<file path="config.mk">
export PLATFORM = sky130hd
export DESIGN_NAME = tdc_meas_ctrl_flat
export DESIGN_NICKNAME = d
export VERILOG_FILES = /design/src/rtl/tdc_meas_ctrl_pkg.sv /design/src/rtl/tdc_meas_ctrl_if.sv /design/src/rtl/tdc_stat_acc.sv /design/src/rtl/tdc_meas_ctrl.sv /design/src/flat_wrapper.sv
export SDC_FILE = /design/constraint.sdc
export NUM_CORES = 1
export LEC_CHECK = 0
export CAP_MARGIN = 20
export CORE_UTILIZATION = 45
export CTS_CLUSTER_SIZE = 10
export DETAILED_ROUTE_END_ITERATION = 10
export GPL_ROUTABILITY_DRIVEN = 1
export GPL_TIMING_DRIVEN = 0
export PLACE_DENSITY = 0.67
export SLEW_MARGIN = 20
export SYNTH_ARGS = -nofsm -noshare
export SYNTH_HDL_FRONTEND = slang
export SYNTH_HIERARCHICAL = 1
export SYNTH_SLANG_ARGS = --single-unit
</file>
<file path="constraint.sdc">
create_clock -name clk -period 5 [get_ports clk]
set_clock_uncertainty 0.15 [all_clocks]
set_input_delay 0.75 -clock clk [delete_from_list [all_inputs] [get_ports clk]]
set_output_delay 0.75 -clock clk [all_outputs]
set_load 0.1 [all_outputs]
</file>
<file path="src/rtl/tdc_meas_ctrl_pkg.sv">
// Shared types and constants for the carry-chain TDC measurement sequencer.
package tdc_pkg;

    localparam int CODE_W = 8;

    localparam logic [CODE_W-1:0] CODE_MIN = '0;
    localparam logic [CODE_W-1:0] CODE_MAX = '1;

    typedef enum logic [2:0] {
        ST_IDLE,
        ST_LAUNCH,
        ST_WAIT,
        ST_CAPTURE,
        ST_SETTLE,
        ST_DONE
    } tdc_meas_state_t;

endpackage

</file>
<file path="src/rtl/tdc_meas_ctrl_if.sv">
// Result handshake between the TDC sequencer (master) and its consumer (slave).
// rej_cnt_o exists only when TDC_REJECT_EN is defined.
interface tdc_meas_ctrl_if #(
    parameter int CODE_W      = 8,
    parameter int SAMPLE_LOG2 = 4
);
    logic [CODE_W+SAMPLE_LOG2-1:0] sum_o;
    logic [CODE_W-1:0]             mean_o;
    logic [CODE_W-1:0]             min_o;
    logic [CODE_W-1:0]             max_o;
    logic                          res_valid_o;
    logic                          res_ready_i;
`ifdef TDC_REJECT_EN
    logic [7:0]                    rej_cnt_o;

    modport master (output sum_o, mean_o, min_o, max_o, res_valid_o, rej_cnt_o,
                    input  res_ready_i);
    modport slave  (input  sum_o, mean_o, min_o, max_o, res_valid_o, rej_cnt_o,
                    output res_ready_i);
`else
    modport master (output sum_o, mean_o, min_o, max_o, res_valid_o,
                    input  res_ready_i);
    modport slave  (input  sum_o, mean_o, min_o, max_o, res_valid_o,
                    output res_ready_i);
`endif
endinterface

</file>
<file path="src/rtl/tdc_stat_acc.sv">
// Running sum/min/max of a code stream; clear wins over accumulate.
module tdc_stat_acc #(
    parameter int CODE_W = 8,
    parameter int SUM_W  = 12
) (
    input  logic              clk,
    input  logic              rst_n,
    input  logic              clr_i,
    input  logic              acc_i,
    input  logic [CODE_W-1:0] code_i,
    output logic [SUM_W-1:0]  sum_o,
    output logic [CODE_W-1:0] min_o,
    output logic [CODE_W-1:0] max_o
);
    logic [SUM_W-1:0]  sum_q, sum_d;
    logic [CODE_W-1:0] min_q, min_d;
    logic [CODE_W-1:0] max_q, max_d;

    always_comb begin
        // NOTE: every next-state gets a default first so no path infers a latch.
        sum_d = sum_q;
        min_d = min_q;
        max_d = max_q;
        if (clr_i) begin
            sum_d = '0;
            min_d = '1;
            max_d = '0;
        end else if (acc_i) begin
            sum_d = sum_q + SUM_W'(code_i);
            if (code_i <= min_q) min_d = code_i;
            if (code_i >= max_q) max_d = code_i;
        end
    end

    always_ff @(posedge clk or negedge rst_n) begin
        // NOTE: non-blocking so every register samples pre-edge values.
        if (!rst_n) begin
            sum_q <= '0;
            min_q <= '1;
            max_q <= '0;
        end else begin
            sum_q <= sum_d;
            min_q <= min_d;
            max_q <= max_d;
        end
    end

    assign sum_o = sum_q;
    assign min_o = min_q;
    assign max_o = max_q;

endmodule

</file>
<file path="src/rtl/tdc_meas_ctrl.sv">
// Carry-chain TDC measurement sequencer: launch, wait LAT, capture, settle GAP, repeat
// 2^SAMPLE_LOG2 times, then present sum/mean/min/max. Optional TDC_REJECT_EN rejects 0/all-ones codes.
module tdc_meas_ctrl #(
    parameter int CODE_W      = 8,
    parameter int SAMPLE_LOG2 = 4,
    parameter int LAT         = 3,
    parameter int GAP         = 2
) (
    input  logic              clk,
    input  logic              rst_n,
    input  logic              start_i,
    output logic              busy_o,
    output logic              hit_o,
    input  logic [CODE_W-1:0] code_i,
    tdc_meas_ctrl_if.master   res_if
);
    import tdc_pkg::*;

    localparam int SUM_W   = CODE_W + SAMPLE_LOG2;
    localparam int SAMP_W  = SAMPLE_LOG2 + 1;
    localparam int CNT_MAX = (LAT > GAP) ? LAT : ((GAP > 1) ? GAP : 1);
    localparam int CNT_W   = $clog2(CNT_MAX + 1);
    localparam logic [SAMP_W-1:0] LAST_SAMP = SAMP_W'((1 << SAMPLE_LOG2) - 1);

    tdc_meas_state_t   state_q;
    logic [CNT_W-1:0]  cnt_q;
    logic [SAMP_W-1:0] samp_q;
    logic              hit_q, busy_q, valid_q;
    logic [SUM_W-1:0]  sum_q;
    logic [CODE_W-1:0] mean_q, min_q, max_q;

    logic              acc_clr, acc_en, code_rej, cap_done;
    logic [SUM_W-1:0]  acc_sum;
    logic [CODE_W-1:0] acc_min, acc_max;

`ifdef TDC_REJECT_EN
    logic [7:0] rej_q;
    assign code_rej = (code_i == '0) || (code_i == '1);
    // The 255th rejection forces DONE with whatever was accumulated so far.
    assign cap_done = code_rej ? (rej_q >= 8'd254) : (samp_q == LAST_SAMP);
    assign res_if.rej_cnt_o = rej_q;
`else
    assign code_rej = 1'b0;
    assign cap_done = (samp_q == LAST_SAMP);
`endif

    assign acc_clr = (state_q == ST_IDLE) && start_i;
    assign acc_en  = (state_q == ST_CAPTURE) && !code_rej;

    tdc_stat_acc #(.CODE_W(CODE_W), .SUM_W(SUM_W)) u_acc (
        .clk    (clk),
        .rst_n  (rst_n),
        .clr_i  (acc_clr),
        .acc_i  (acc_en),
        .code_i (code_i),
        .sum_o  (acc_sum),
        .min_o  (acc_min),
        .max_o  (acc_max)
    );

    always_ff @(posedge clk or negedge rst_n) begin
        if (!rst_n) begin
            state_q <= ST_IDLE;
            cnt_q   <= '0;
            samp_q  <= '0;
            hit_q   <= 1'b0;
            busy_q  <= 1'b0;
            valid_q <= 1'b0;
            sum_q   <= '0;
            mean_q  <= '0;
            min_q   <= '1;
            max_q   <= '0;
`ifdef TDC_REJECT_EN
            rej_q   <= '0;
`endif
        end else begin
            // hit_q is raised only on the edge entering LAUNCH, so it is high for LAUNCH alone.
            hit_q <= 1'b0;
            case (state_q)
                ST_IDLE: if (start_i) begin
                    samp_q  <= '0;
                    busy_q  <= 1'b1;
                    hit_q   <= 1'b1;
                    state_q <= ST_LAUNCH;
`ifdef TDC_REJECT_EN
                    rej_q   <= '0;
`endif
                end
                ST_LAUNCH: begin
                    if (LAT == 1) begin
                        state_q <= ST_CAPTURE;
                    end else begin
                        cnt_q   <= CNT_W'(LAT - 1);
                        state_q <= ST_WAIT;
                    end
                end
                ST_WAIT: begin
                    if (cnt_q == CNT_W'(1)) state_q <= ST_CAPTURE;
                    else                    cnt_q   <= cnt_q - CNT_W'(1);
                end
                ST_CAPTURE: begin
                    if (!code_rej) samp_q <= samp_q + SAMP_W'(1);
`ifdef TDC_REJECT_EN
                    if (code_rej && (rej_q != 8'hFF)) rej_q <= rej_q + 8'd1;
`endif
                    if (cap_done) begin
                        state_q <= ST_DONE;
                    end else if (GAP == 0) begin
                        hit_q   <= 1'b1;
                        state_q <= ST_LAUNCH;
                    end else begin
                        cnt_q   <= CNT_W'(GAP);
                        state_q <= ST_SETTLE;
                    end
                end
                ST_SETTLE: begin
                    if (cnt_q == CNT_W'(1)) begin
                        hit_q   <= 1'b1;
                        state_q <= ST_LAUNCH;
                    end else begin
                        cnt_q <= cnt_q - CNT_W'(1);
                    end
                end
                ST_DONE: begin
                    if (!valid_q) begin
                        sum_q   <= acc_sum;
                        mean_q  <= acc_sum[SUM_W-1:SAMPLE_LOG2];
                        min_q   <= acc_min;
                        max_q   <= acc_max;
                        valid_q <= 1'b1;
                    end else if (res_if.res_ready_i) begin
                        valid_q <= 1'b0;
                        busy_q  <= 1'b0;
                        state_q <= ST_IDLE;
                    end
                end
                default: state_q <= ST_IDLE;
            endcase
        end
    end

    assign busy_o             = busy_q;
    assign hit_o              = hit_q;
    assign res_if.sum_o       = sum_q;
    assign res_if.mean_o      = mean_q;
    assign res_if.min_o       = min_q;
    assign res_if.max_o       = max_q;
    assign res_if.res_valid_o = valid_q;

endmodule

</file>
<file path="src/flat_wrapper.sv">
// flat-port wrapper written by rule: the top's interface ports become plain ports
module tdc_meas_ctrl_flat import tdc_pkg::*;
#(
    parameter int CODE_W      = 8,
    parameter int SAMPLE_LOG2 = 4,
    parameter int LAT         = 3,
    parameter int GAP         = 2
)
  (clk, rst_n, start_i, busy_o, hit_o, code_i, res_if_sum_o, res_if_mean_o, res_if_min_o, res_if_max_o, res_if_res_valid_o, res_if_res_ready_i);
  tdc_meas_ctrl_if #(.CODE_W(CODE_W), .SAMPLE_LOG2(SAMPLE_LOG2)) res_if_i ();
  input  logic clk;
  input  logic rst_n;
  input  logic start_i;
  output logic busy_o;
  output logic hit_o;
  input  logic [CODE_W-1:0] code_i;
  output wire logic [$bits(res_if_i.sum_o)-1:0] res_if_sum_o;
  output wire logic [$bits(res_if_i.mean_o)-1:0] res_if_mean_o;
  output wire logic [$bits(res_if_i.min_o)-1:0] res_if_min_o;
  output wire logic [$bits(res_if_i.max_o)-1:0] res_if_max_o;
  output wire logic [$bits(res_if_i.res_valid_o)-1:0] res_if_res_valid_o;
  input wire logic [$bits(res_if_i.res_ready_i)-1:0] res_if_res_ready_i;
  assign res_if_sum_o = res_if_i.sum_o;
  assign res_if_mean_o = res_if_i.mean_o;
  assign res_if_min_o = res_if_i.min_o;
  assign res_if_max_o = res_if_i.max_o;
  assign res_if_res_valid_o = res_if_i.res_valid_o;
  assign res_if_i.res_ready_i = res_if_res_ready_i;
  tdc_meas_ctrl #(.CODE_W(CODE_W), .SAMPLE_LOG2(SAMPLE_LOG2), .LAT(LAT), .GAP(GAP)) u_core (.clk(clk), .rst_n(rst_n), .start_i(start_i), .busy_o(busy_o), .hit_o(hit_o), .code_i(code_i), .res_if(res_if_i));
endmodule
</file>
# Yosys cells after proc, flatten, opt, wreduce, memory -nomap -nowiden
# Index checks and enable logic that the tools add are counted.
[classes] add_sub_neg=3 mul=0 div=0 order_cmp=2 n_eq_ne=14 shift=0 n_mux=29 n_bitwise=1 reduce_logical=16
[ops] operator="8-bit 2-to-1 mux" n=6
[ops] operator="12-bit 2-to-1 mux" n=2
[ops] operator="3-bit one-hot mux with 6 select lines" n=1
[ops] operator="3-bit 2-to-1 mux" n=5
[ops] operator="12-bit by 8-bit adder with 12-bit output" n=1
[ops] operator="5-bit one-hot mux with 2 select lines" n=1
[ops] operator="2-bit nonzero test" n=5
[ops] operator="8-bit greater-or-equal comparator" n=1
[ops] operator="8-bit less-or-equal comparator" n=1
[ops] operator="1-bit 2-to-1 mux" n=8
[ops] operator="2-bit inequality test (second input constant)" n=4
[ops] operator="2-bit AND reduction" n=4
[ops] operator="3-bit by 2-bit == test with 1-bit output (second input constant)" n=2
[ops] operator="3-bit == test (second input constant)" n=2
[ops] operator="2-bit by 1-bit inequality test with 1-bit output (second input constant)" n=3
[ops] operator="2-bit one-hot mux with 3 select lines" n=1
[ops] operator="5-bit by 1-bit adder with 5-bit output (second input constant)" n=1
[ops] operator="5-bit by 4-bit == test with 1-bit output (second input constant)" n=1
[ops] operator="5-bit 2-to-1 mux" n=1
[ops] operator="5-bit AND reduction" n=1
[ops] operator="2-bit 2-to-1 mux" n=2
[ops] operator="1-bit one-hot mux with 2 select lines" n=2
[ops] operator="4-bit AND reduction" n=1
[ops] operator="3-bit by 1-bit == test with 1-bit output (second input constant)" n=1
[ops] operator="8 further kinds" n=8
[totals] register_bits=77 latch_bits=0 mem_bits_rw=0 romBits=0 elab_cells=78 mem_count=0

# Depth between registers and ports, before layout
# Gate-level depths: netlist of the first run.
[depth] depth_word=4 mapped_depth=10 depth_no_buf=8

# By module
# Netlist of the first run, hierarchy kept.
[modules_own_cells] module="tdc_stat_acc" n_inst=1 cells_each=209 area_per_inst_um2=2073.2
[modules_own_cells] module="tdc_meas_ctrl" n_inst=1 cells_each=153 area_per_inst_um2=1931.9

# Worst setup path before layout of the first run
# No wires, ideal clock.
[synth_timing] kind="input -> register" start="in code_i[0]" end="reg u_core.u_acc.sum_q[10], in the netlist u_core/u_acc/sum_o[10]" setup_ns=0.132 arrival_time_ns=2.157 required_ns=4.718 setup_slack_ns=2.561 cell_stages=7 path_buffers=0 cell_sequence="ha_1 -> fa_1 -> a21o_1 -> a221oi_2 -> a211oi_1 -> xnor2_1 -> nor2_1"
[synth_via] elab_chain_len=3
[synth_rtl] item="start: declaration" line_no="flat_wrapper.sv:16" rtl="input logic [CODE_W-1:0] code_i;"
[synth_rtl] item="12-bit by 8-bit adder with 12-bit output" line_no="tdc_stat_acc.sv:29" rtl="sum_d = sum_q + SUM_W'(code_i);"
[synth_rtl] item="12-bit 2-to-1 mux" line_no="tdc_stat_acc.sv:28" rtl="end else if (acc_i) begin"
[synth_rtl] item="12-bit 2-to-1 mux" line_no="tdc_stat_acc.sv:24" rtl="if (clr_i) begin"
[synth_rtl] item="end signal: assignment" line_no="tdc_stat_acc.sv:42" rtl="sum_q <= sum_d;"
[synth_rtl] item="end: declaration" line_no="tdc_stat_acc.sv:15" rtl="logic [SUM_W-1:0] sum_q, sum_d;"
# Every way passes these cells. The select of a mux whose other input is x is not followed.
# A chain may end at the register's enable or synchronous reset.

# Final worst setup path of the first run
[layout_timing] start="reg u_core.valid_q, in the netlist u_core/res_if.res_valid_o" end="out res_if_res_valid_o"
[layout_rtl] item="start: declaration" line_no="tdc_meas_ctrl.sv:28" rtl="logic hit_q, busy_q, valid_q;"
[layout_rtl] item="start signal: assignment" line_no="tdc_meas_ctrl.sv:68" rtl="valid_q <= 1'b0;"
[layout_rtl] item="start signal: assignment" line_no="tdc_meas_ctrl.sv:130" rtl="valid_q <= 1'b1;"
[layout_rtl] item="start signal: assignment" line_no="tdc_meas_ctrl.sv:132" rtl="valid_q <= 1'b0;"
[layout_rtl] item="end: declaration" line_no="flat_wrapper.sv:21" rtl="output wire logic [$bits(res_if_i.res_valid_o)-1:0] res_if_res_valid_o;"
# No word-level cell between the ends.

==> impl_results.html, run 1 <==
<table>
<tr><th>Metric</th><th>Value</th></tr>
<tr><th colspan="2">Final layout</th></tr>
<tr><td>Ant. Diodes</td><td>0</td></tr>
<tr><td>Post-synthesis to final-layout area growth</td><td>20.8%</td></tr>
<tr><td>Core occupancy in the finished layout</td><td>55.8%</td></tr>
<tr><td>Commonest non-fill, non-tap cell in the layout</td><td>dfrtp_1</td></tr>
<tr><td>Final #Nets</td><td>464</td></tr>
<tr><td>Commonest cells after routing, fill and taps aside</td><td>dfrtp_1 (53), clkdlybuf4s50_1 (49), mux2_1 (28)</td></tr>
<tr><td>Fraction of final layout cells sized beyond drive strength 1</td><td>16.1%</td></tr>
<tr><th colspan="2">Synthesis</th></tr>
<tr><td>Ys async rst share</td><td>100%</td></tr>
<tr><td>Total standard cell area after synthesis</td><td>4010 µm²</td></tr>
<tr><td>Fraction of the yosys area taken by sequential cells</td><td>43.6%</td></tr>
<tr><td>Library cells used by synthesis</td><td>68</td></tr>
<tr><td>Net count of the mapped netlist</td><td>402</td></tr>
<tr><td>Average size of a mapped cell</td><td>11.1 µm²</td></tr>
<tr><td>Main synth FF type</td><td>dfrtp_1</td></tr>
<tr><td>Cells taking the most area after synthesis</td><td>dfrtp_1 (33%), dfstp_2 (10%), ha_1 (8.4%), mux2_1 (7.9%), a21oi_1 (2.4%)</td></tr>
<tr><td>Post-synthesis cell count</td><td>362</td></tr>
<tr><td>Total of flip-flops plus latches after synthesis</td><td>69</td></tr>
<tr><td>Warning count from the yosys run</td><td>6</td></tr>
<tr><td>Area share of the largest cell type after synthesis</td><td>33.1%</td></tr>
<tr><td>Post-synth top area cell</td><td>dfrtp_1</td></tr>
<tr><td>Number of synthesized flops with an enable pin</td><td>0</td></tr>
<tr><th colspan="2">Clock network</th></tr>
<tr><td>Master cell of the clock root buffer</td><td>clkbuf_8</td></tr>
<tr><td>Longest Clk Path Bufs</td><td>2</td></tr>
<tr><td>Count of clock tree sinks</td><td>69</td></tr>
<tr><td>CTS tree</td><td>yes</td></tr>
<tr><td>Count of hold-fix buffers inserted at cts</td><td>0</td></tr>
<tr><td>Number of setup buffers added after CTS</td><td>0</td></tr>
<tr><td>H-tree depth</td><td>3</td></tr>
<tr><td>Gates resized, CTS repair</td><td>0</td></tr>
<tr><td>TritonCTS Buffers</td><td>9</td></tr>
<tr><td>Latest clock arrival within the worst-skew pair</td><td>0.34 ns</td></tr>
<tr><td>Clock slew at reported path FFs</td><td>0.07 ns</td></tr>
<tr><th colspan="2">Route</th></tr>
<tr><td>Final routed DRC violation total</td><td>0</td></tr>
<tr><td>Antenna Nets Post-Route</td><td>0</td></tr>
<tr><td>Per-cell via count in the routed design</td><td>5.70</td></tr>
<tr><td>Routed WL</td><td>8770 µm</td></tr>
<tr><td>First-pass iteration count of the detailed router</td><td>4</td></tr>
<tr><td>Per-cell routed wire length</td><td>16.3 µm</td></tr>
<tr><td>DR vias</td><td>3061</td></tr>
<tr><td>Number of violations reported at the end of detailed-routing iteration 0</td><td>80</td></tr>
<tr><th colspan="2">Setup path</th></tr>
<tr><td>Top delay family on crit path</td><td>buffers and inverters</td></tr>
<tr><td>Nature of the critical path startpoint</td><td>flop</td></tr>
<tr><td>Cell with the largest stage delay on the worst path</td><td>clkdlybuf4s50_1</td></tr>
<tr><td>Buffers and inverters on the worst path</td><td>1</td></tr>
<tr><td>Ordered list of cells on the worst path</td><td>clkdlybuf4s50_1</td></tr>
<tr><td>Critical path data required time</td><td>4.10 ns</td></tr>
<tr><td>Biggest cell delay along the critical path</td><td>1.19 ns</td></tr>
<tr><td>Worst setup path class</td><td>flop to primary output</td></tr>
<tr><td>Crit Path Max Fanout</td><td>6</td></tr>
<tr><td>Endpoint kind of the worst setup timing path</td><td>primary output</td></tr>
<tr><td>CP arrival</td><td>2.04 ns</td></tr>
<tr><th colspan="2">Place</th></tr>
<tr><td>Final HPWL from detailed placement</td><td>6280 µm</td></tr>
<tr><td>IO Port Bufs</td><td>50</td></tr>
<tr><td>RePlAce Congestion</td><td>0.865</td></tr>
<tr><th colspan="2">Run status</th></tr>
<tr><td>Run status</td><td>finished clean</td></tr>
<tr><th colspan="2">Pwr</th></tr>
<tr><td>Pwr Total</td><td>1.69 mW</td></tr>
<tr><td>Power density over the cells</td><td>350 nW/µm²</td></tr>
<tr><td>Worst VDD drop</td><td>0.151 mV</td></tr>
<tr><td>Total leakage power</td><td>2.32 nW</td></tr>
<tr><th colspan="2">Floorplan</th></tr>
<tr><td>Horiz. Die Dim</td><td>96.3 µm</td></tr>
<tr><td>Die Area</td><td>9280 µm²</td></tr>
<tr><td>Number of top-level design ports</td><td>51</td></tr>
<tr><td>Area of the placeable core</td><td>8680 µm²</td></tr>
<tr><td>Number of cell rows</td><td>34</td></tr>
<tr><td>Starting Density</td><td>46.2%</td></tr>
<tr><td>Chip Height</td><td>96.3 µm</td></tr>
<tr><th colspan="2">Timing</th></tr>
<tr><td>Hold violation count in the final report</td><td>0</td></tr>
<tr><td>Pins over their slew limit</td><td>0</td></tr>
<tr><td>Fmax achieved</td><td>340 MHz</td></tr>
<tr><td>Final setup vio count</td><td>0</td></tr>
<tr><td>Crit share post-route</td><td>58.8%</td></tr>
<tr><td>RSZ-0062 raised after global routing</td><td>no</td></tr>
<tr><td>Worst-Margin Slew</td><td>0.974 ns</td></tr>
<tr><td>Final worst path period need</td><td>2.94 ns</td></tr>
<tr><td>Worst hold slack</td><td>0.128 ns</td></tr>
<tr><td>Slew margin rel.</td><td>34.8%</td></tr>
<tr><td>Setup TNS Final</td><td>0 ns</td></tr>
<tr><th colspan="2">Global route</th></tr>
<tr><td>Initial antenna violation count</td><td>0</td></tr>
<tr><td>Maximum number of pins on one net before global-route repair</td><td>52</td></tr>
<tr><td>Aggregate global-route resource usage</td><td>20.7%</td></tr>
<tr><td>Wire length of the first global-routing pass</td><td>14400 µm</td></tr>
<tr><td>Number of global-route vias before repair</td><td>2962</td></tr>
<tr><td>Aggregate global routing overflow</td><td>0</td></tr>
<tr><th colspan="2">Job</th></tr>
<tr><td>Max-cap violations</td><td>0</td></tr>
<tr><th colspan="2">Min path</th></tr>
<tr><td>Min-Delay Path Class</td><td>input pin to async pin</td></tr>
</table>
## power by group
| group | internal [mW] | leakage [nW] | total, mW | switching (mW) |
|---|---|---|---|---|
| registers | 0.664 | 0.819 | 0.728 | 0.0643 |
| clock network | 0.206 | 0.0905 | 0.411 | 0.204 |
| logic | 0.245 | 1.41 | 0.554 | 0.309 |
## path summary, 6_finish.rpt
check,slack (ns),cells past startpoint,startpoint,end
worst max-delay path,2.06,1,u_core/res_if.res_valid_o$_DFFE_PN0N_,res_if_res_valid_o
worst max register to register,2.48,7,u_core/state_q[0]$_DFFE_PN0P_,u_core/u_acc/min_o[4]$_DFFE_PN1P_
worst min-delay path,0.13,1,rst_n,u_core/res_if.max_o[5]$_DFFE_PN0P_
max in group asynchronous,4.00,2,rst_n,u_core/u_acc/min_o[7]$_DFFE_PN1P_
min in group clk,0.34,1,u_core/res_if.max_o[5]$_DFFE_PN0P_,u_core/res_if.max_o[5]$_DFFE_PN0P_
worst min register to register,0.34,1,u_core/res_if.max_o[5]$_DFFE_PN0P_,u_core/res_if.max_o[5]$_DFFE_PN0P_
## metrics by stage
step / setup slack [ns] / cell area (µm²) / instances
3_5_place_dp: 1.72 / 4670 / 521
6_report: 2.06 / 4840 / 537
4_1_cts: 2.04 / 4840 / 537
5_1_grt: 1.99 / 4840 / 537
3_3_place_gp: 0.622 / 4640 / 520
2_1_floorplan: 2.56 / 4010 / 362
## cell type report
type,count,area (µm²)
Fill cell,785,3840
Multi-Input combinational cell,244,2000
Sequential cell,69,1750
Timing Repair Buffer,51,526
Clock buffer,14,163
Buffer,24,160
Tap cell,108,135
Inverter,25,93.8
Clock inverter,2,10.0
## routing by layer
layer  part of all wire [%]  GRT usage [%]  wire (µm)
met5                      0              0          0
met4                    2.7           9.56        234
met3                    4.0           5.13        347
met2                     48           32.9       4170
met1                     46           26.6       4020
## registers in the layout (all words and copies together), names as in the netlist
| register | cells |
|---|---|
| u_core/u_acc/min_o | 8 |
| u_core/samp_q | 5 |
| u_core/res_if.sum_o | 12 |
| u_core/res_if.res_valid_o | 1 |
| u_core/hit_o | 1 |
| u_core/u_acc/max_o | 8 |
| u_core/cnt_q | 2 |
| u_core/res_if.min_o | 8 |
| u_core/u_acc/sum_o | 12 |
| u_core/busy_o | 1 |
| u_core/res_if.max_o | 8 |
| u_core/state_q | 3 |
## cells by family after synthesis
kind of cell	Yosys count	share of synthesized area, %
compound gates	86	16.9
simple gates	85	12.4
flops	69	43.6
buf+inv	49	6.34
mux	36	9.90
fa+ha+maj	28	8.93
xor+xnor	9	1.97
## cell usage after synthesis (all sizes together), types with 4 or more instances
master  count
dfrtp      53
mux2       29
ha         27
inv        25
a21oi      21
nor2       21
buf        19
nand2      18
dfstp      16
nand3      10
o22ai       8
o31a        8
mux2i       7
nor3b       7
o22a        7
a211oi      6
and3        6
o21ai       6
clkbuf      5
nand2b      5
xnor2       5
a21boi      4
nand4       4
xor2        4
No activity file was read; power rests on OpenSTA's default activity.
==> run 2, diff against run 1 <==
--- a/config.mk
+++ b/config.mk
@@ -11,7 +11,7 @@
 export DETAILED_ROUTE_END_ITERATION = 10
 export GPL_ROUTABILITY_DRIVEN = 1
 export GPL_TIMING_DRIVEN = 0
-export PLACE_DENSITY = 0.67
+export PLACE_DENSITY = 0.7
 export SLEW_MARGIN = 20
 export SYNTH_ARGS = -nofsm -noshare
 export SYNTH_HDL_FRONTEND = slang
==> constraint.sdc (replaced) <==
create_clock -name clk -period 2.4 [get_ports clk]
set_clock_uncertainty 0.15 [all_clocks]
set_input_delay 0.36 -clock clk [delete_from_list [all_inputs] [get_ports clk]]
set_output_delay 0.36 -clock clk [all_outputs]
set_load 0.1 [all_outputs]
==> run 2 against run 1 <==
Against the previous run:
- core utilization grew 0.88 points
- first-iteration DRC count grew 45%
- power grew 120%
- non-clock buffer count grew 2
- via count shrank 1.5%
- clock power grew 130%
- critical path type unchanged
- largest power group unchanged
==> impl_results.html, run 2 (synthesis gave the netlist of run 1 again) <==
<table>
<tr><th>Metric</th><th>Value</th></tr>
<tr><th colspan="2">Timing</th></tr>
<tr><td>Final worst path period need</td><td>2.37 ns</td></tr>
<tr><td>Pins over their slew limit</td><td>0</td></tr>
<tr><td>Fmax achieved</td><td>421 MHz</td></tr>
<tr><td>Crit share post-route</td><td>98.9%</td></tr>
<tr><td>Setup TNS Final</td><td>0 ns</td></tr>
<tr><td>Slew margin rel.</td><td>34.6%</td></tr>
<tr><td>Worst-Margin Slew</td><td>0.978 ns</td></tr>
<tr><td>Hold violation count in the final report</td><td>0</td></tr>
<tr><td>RSZ-0062 raised after global routing</td><td>no</td></tr>
<tr><td>Final setup vio count</td><td>0</td></tr>
<tr><td>Worst hold slack</td><td>0.292 ns</td></tr>
<tr><th colspan="2">Final layout</th></tr>
<tr><td>Final standard cell count with taps included and fillers excluded</td><td>539</td></tr>
<tr><td>Commonest cells after routing, fill and taps aside</td><td>dfrtp_1 (53), mux2_1 (28), ha_1 (27)</td></tr>
<tr><td>Fraction of final layout cells sized beyond drive strength 1</td><td>18.3%</td></tr>
<tr><td>Post-synthesis to final-layout area growth</td><td>22.7%</td></tr>
<tr><td>Number of fillers in the final layout</td><td>777</td></tr>
<tr><td>Commonest non-fill, non-tap cell in the layout</td><td>dfrtp_1</td></tr>
<tr><td>Ant. Diodes</td><td>0</td></tr>
<tr><td>Final Cell Area</td><td>4910 µm²</td></tr>
<tr><td>Final #Nets</td><td>466</td></tr>
<tr><th colspan="2">Place</th></tr>
<tr><td>IO Port Bufs</td><td>50</td></tr>
<tr><td>RePlAce Congestion</td><td>0.818</td></tr>
<tr><td>Final HPWL from detailed placement</td><td>6360 µm</td></tr>
<tr><td>Instance area at placement</td><td>4670 µm²</td></tr>
<tr><td>Number of placed instances with taps included</td><td>521</td></tr>
<tr><th colspan="2">Pwr</th></tr>
<tr><td>Power density over the cells</td><td>750 nW/µm²</td></tr>
<tr><td>Worst VDD drop</td><td>0.616 mV</td></tr>
<tr><td>Pwr Total</td><td>3.69 mW</td></tr>
<tr><td>Total leakage power</td><td>2.62 nW</td></tr>
<tr><th colspan="2">Min path</th></tr>
<tr><td>Min-Delay Path Class</td><td>input pin to async pin</td></tr>
<tr><th colspan="2">Setup path</th></tr>
<tr><td>Top delay family on crit path</td><td>buffers and inverters</td></tr>
<tr><td>Nature of the critical path startpoint</td><td>flop</td></tr>
<tr><td>Worst setup path class</td><td>flop to primary output</td></tr>
<tr><td>CP arrival</td><td>1.86 ns</td></tr>
<tr><td>Crit Path Max Fanout</td><td>2</td></tr>
<tr><td>Biggest cell delay along the critical path</td><td>1.14 ns</td></tr>
<tr><td>Cell with the largest stage delay on the worst path</td><td>clkdlybuf4s50_1</td></tr>
<tr><td>Buffers and inverters on the worst path</td><td>1</td></tr>
<tr><td>Critical path data required time</td><td>1.89 ns</td></tr>
<tr><td>Ordered list of cells on the worst path</td><td>clkdlybuf4s50_1</td></tr>
<tr><td>Endpoint kind of the worst setup timing path</td><td>primary output</td></tr>
<tr><th colspan="2">Floorplan</th></tr>
<tr><td>Area of the placeable core</td><td>8680 µm²</td></tr>
<tr><td>Die Area</td><td>9280 µm²</td></tr>
<tr><td>Starting Density</td><td>46.2%</td></tr>
<tr><td>Chip Height</td><td>96.3 µm</td></tr>
<tr><td>Number of top-level design ports</td><td>51</td></tr>
<tr><td>Number of cell rows</td><td>34</td></tr>
<tr><td>Horiz. Die Dim</td><td>96.3 µm</td></tr>
<tr><th colspan="2">Clock network</th></tr>
<tr><td>TritonCTS Buffers</td><td>9</td></tr>
<tr><td>H-tree depth</td><td>3</td></tr>
<tr><td>Count of clock tree sinks</td><td>69</td></tr>
<tr><td>Latest clock arrival within the worst-skew pair</td><td>0.36 ns</td></tr>
<tr><td>Longest Clk Path Bufs</td><td>2</td></tr>
<tr><td>Clock slew at reported path FFs</td><td>0.08 ns</td></tr>
<tr><td>CTS tree</td><td>yes</td></tr>
<tr><td>Master cell of the clock root buffer</td><td>clkbuf_8</td></tr>
<tr><th colspan="2">Run status</th></tr>
<tr><td>Run status</td><td>finished clean</td></tr>
<tr><th colspan="2">Route</th></tr>
<tr><td>First-pass iteration count of the detailed router</td><td>4</td></tr>
<tr><td>Antenna Nets Post-Route</td><td>0</td></tr>
<tr><td>Number of violations reported at the end of detailed-routing iteration 0</td><td>116</td></tr>
<tr><td>Final routed DRC violation total</td><td>0</td></tr>
<tr><td>Per-cell via count in the routed design</td><td>5.59</td></tr>
<tr><td>Routed WL</td><td>8740 µm</td></tr>
<tr><td>DR vias</td><td>3014</td></tr>
<tr><td>Per-cell routed wire length</td><td>16.2 µm</td></tr>
<tr><th colspan="2">Global route</th></tr>
<tr><td>Maximum number of pins on one net before global-route repair</td><td>45</td></tr>
<tr><td>Aggregate global-route resource usage</td><td>21.2%</td></tr>
<tr><td>Aggregate global routing overflow</td><td>0</td></tr>
<tr><td>Number of global-route vias before repair</td><td>3129</td></tr>
<tr><td>Wire length of the first global-routing pass</td><td>14800 µm</td></tr>
<tr><td>Initial antenna violation count</td><td>0</td></tr>
<tr><th colspan="2">Job</th></tr>
<tr><td>Max-cap violations</td><td>0</td></tr>
</table>
[run 2: path summary, 6_finish.rpt]
check	startpoint	end	slack, ns	cells after the start
setup / recovery	u_core/res_if.max_o[0]$_DFFE_PN0P_	res_if_max_o[0]	0.03	1
hold / removal	rst_n	u_core/cnt_q[0]$_DFFE_PN0P_	0.29	2
setup reg to reg	u_core/state_q[1]$_DFFE_PN0P_	u_core/u_acc/min_o[0]$_DFFE_PN1P_	0.11	8
hold reg to reg	u_core/res_if.max_o[4]$_DFFE_PN0P_	u_core/res_if.max_o[4]$_DFFE_PN0P_	0.34	1
max in group asynchronous	rst_n	u_core/u_acc/min_o[0]$_DFFE_PN1P_	1.23	3
min in group clk	u_core/res_if.max_o[4]$_DFFE_PN0P_	u_core/res_if.max_o[4]$_DFFE_PN0P_	0.34	1
[run 2: stage by stage]
step / utilization [%] / worst slack, ns
final: 56.6 / 0.0266
after global routing: 56.6 / 0.000127
after CTS: 56.0 / 0.0129
after detailed placement: 53.8 / -0.442
after global placement: 53.5 / -1.51
after floorplan: - / 0.326
[run 2: where the power goes]
part	total, mW	switching (mW)	internal, mW
Sequential	1.52	0.135	1.38
Combinational	1.23	0.665	0.567
Clock	0.939	0.465	0.474
Total	3.69	1.26	2.42
[run 2: cell type report]
| type | instances | area, µm² | area share (%) |
|---|---|---|---|
| Multi-Input combinational cell | 244 | 2020 | 41.2 |
| Sequential cell | 69 | 1750 | 35.5 |
| Timing Repair Buffer | 53 | 557 | 11.3 |
| Buffer | 24 | 169 | 3.44 |
| Tap cell | 108 | 135 | 2.75 |
| Clock buffer | 9 | 124 | 2.52 |
| Inverter | 25 | 93.8 | 1.91 |
| Clock inverter | 7 | 66.3 | 1.35 |
[run 2: routing by layer]
| metal | track usage, % | part of all wire [%] |
|---|---|---|
| met4 | 11.0 | 2.6 |
| met2 | 34.8 | 49 |
| met3 | 4.19 | 4.0 |
| met1 | 26.4 | 44 |
| met5 | 0 | 0 |
[run 2: repair_timing]
action,4_1_cts,5_1_grt
gates resized for setup,22,19
gates cloned,0,0
hold endpoints to repair,13,0
pin swaps,0,1
hold buffers,1,0
setup endpoints to repair,33,23
setup buffers,0,1
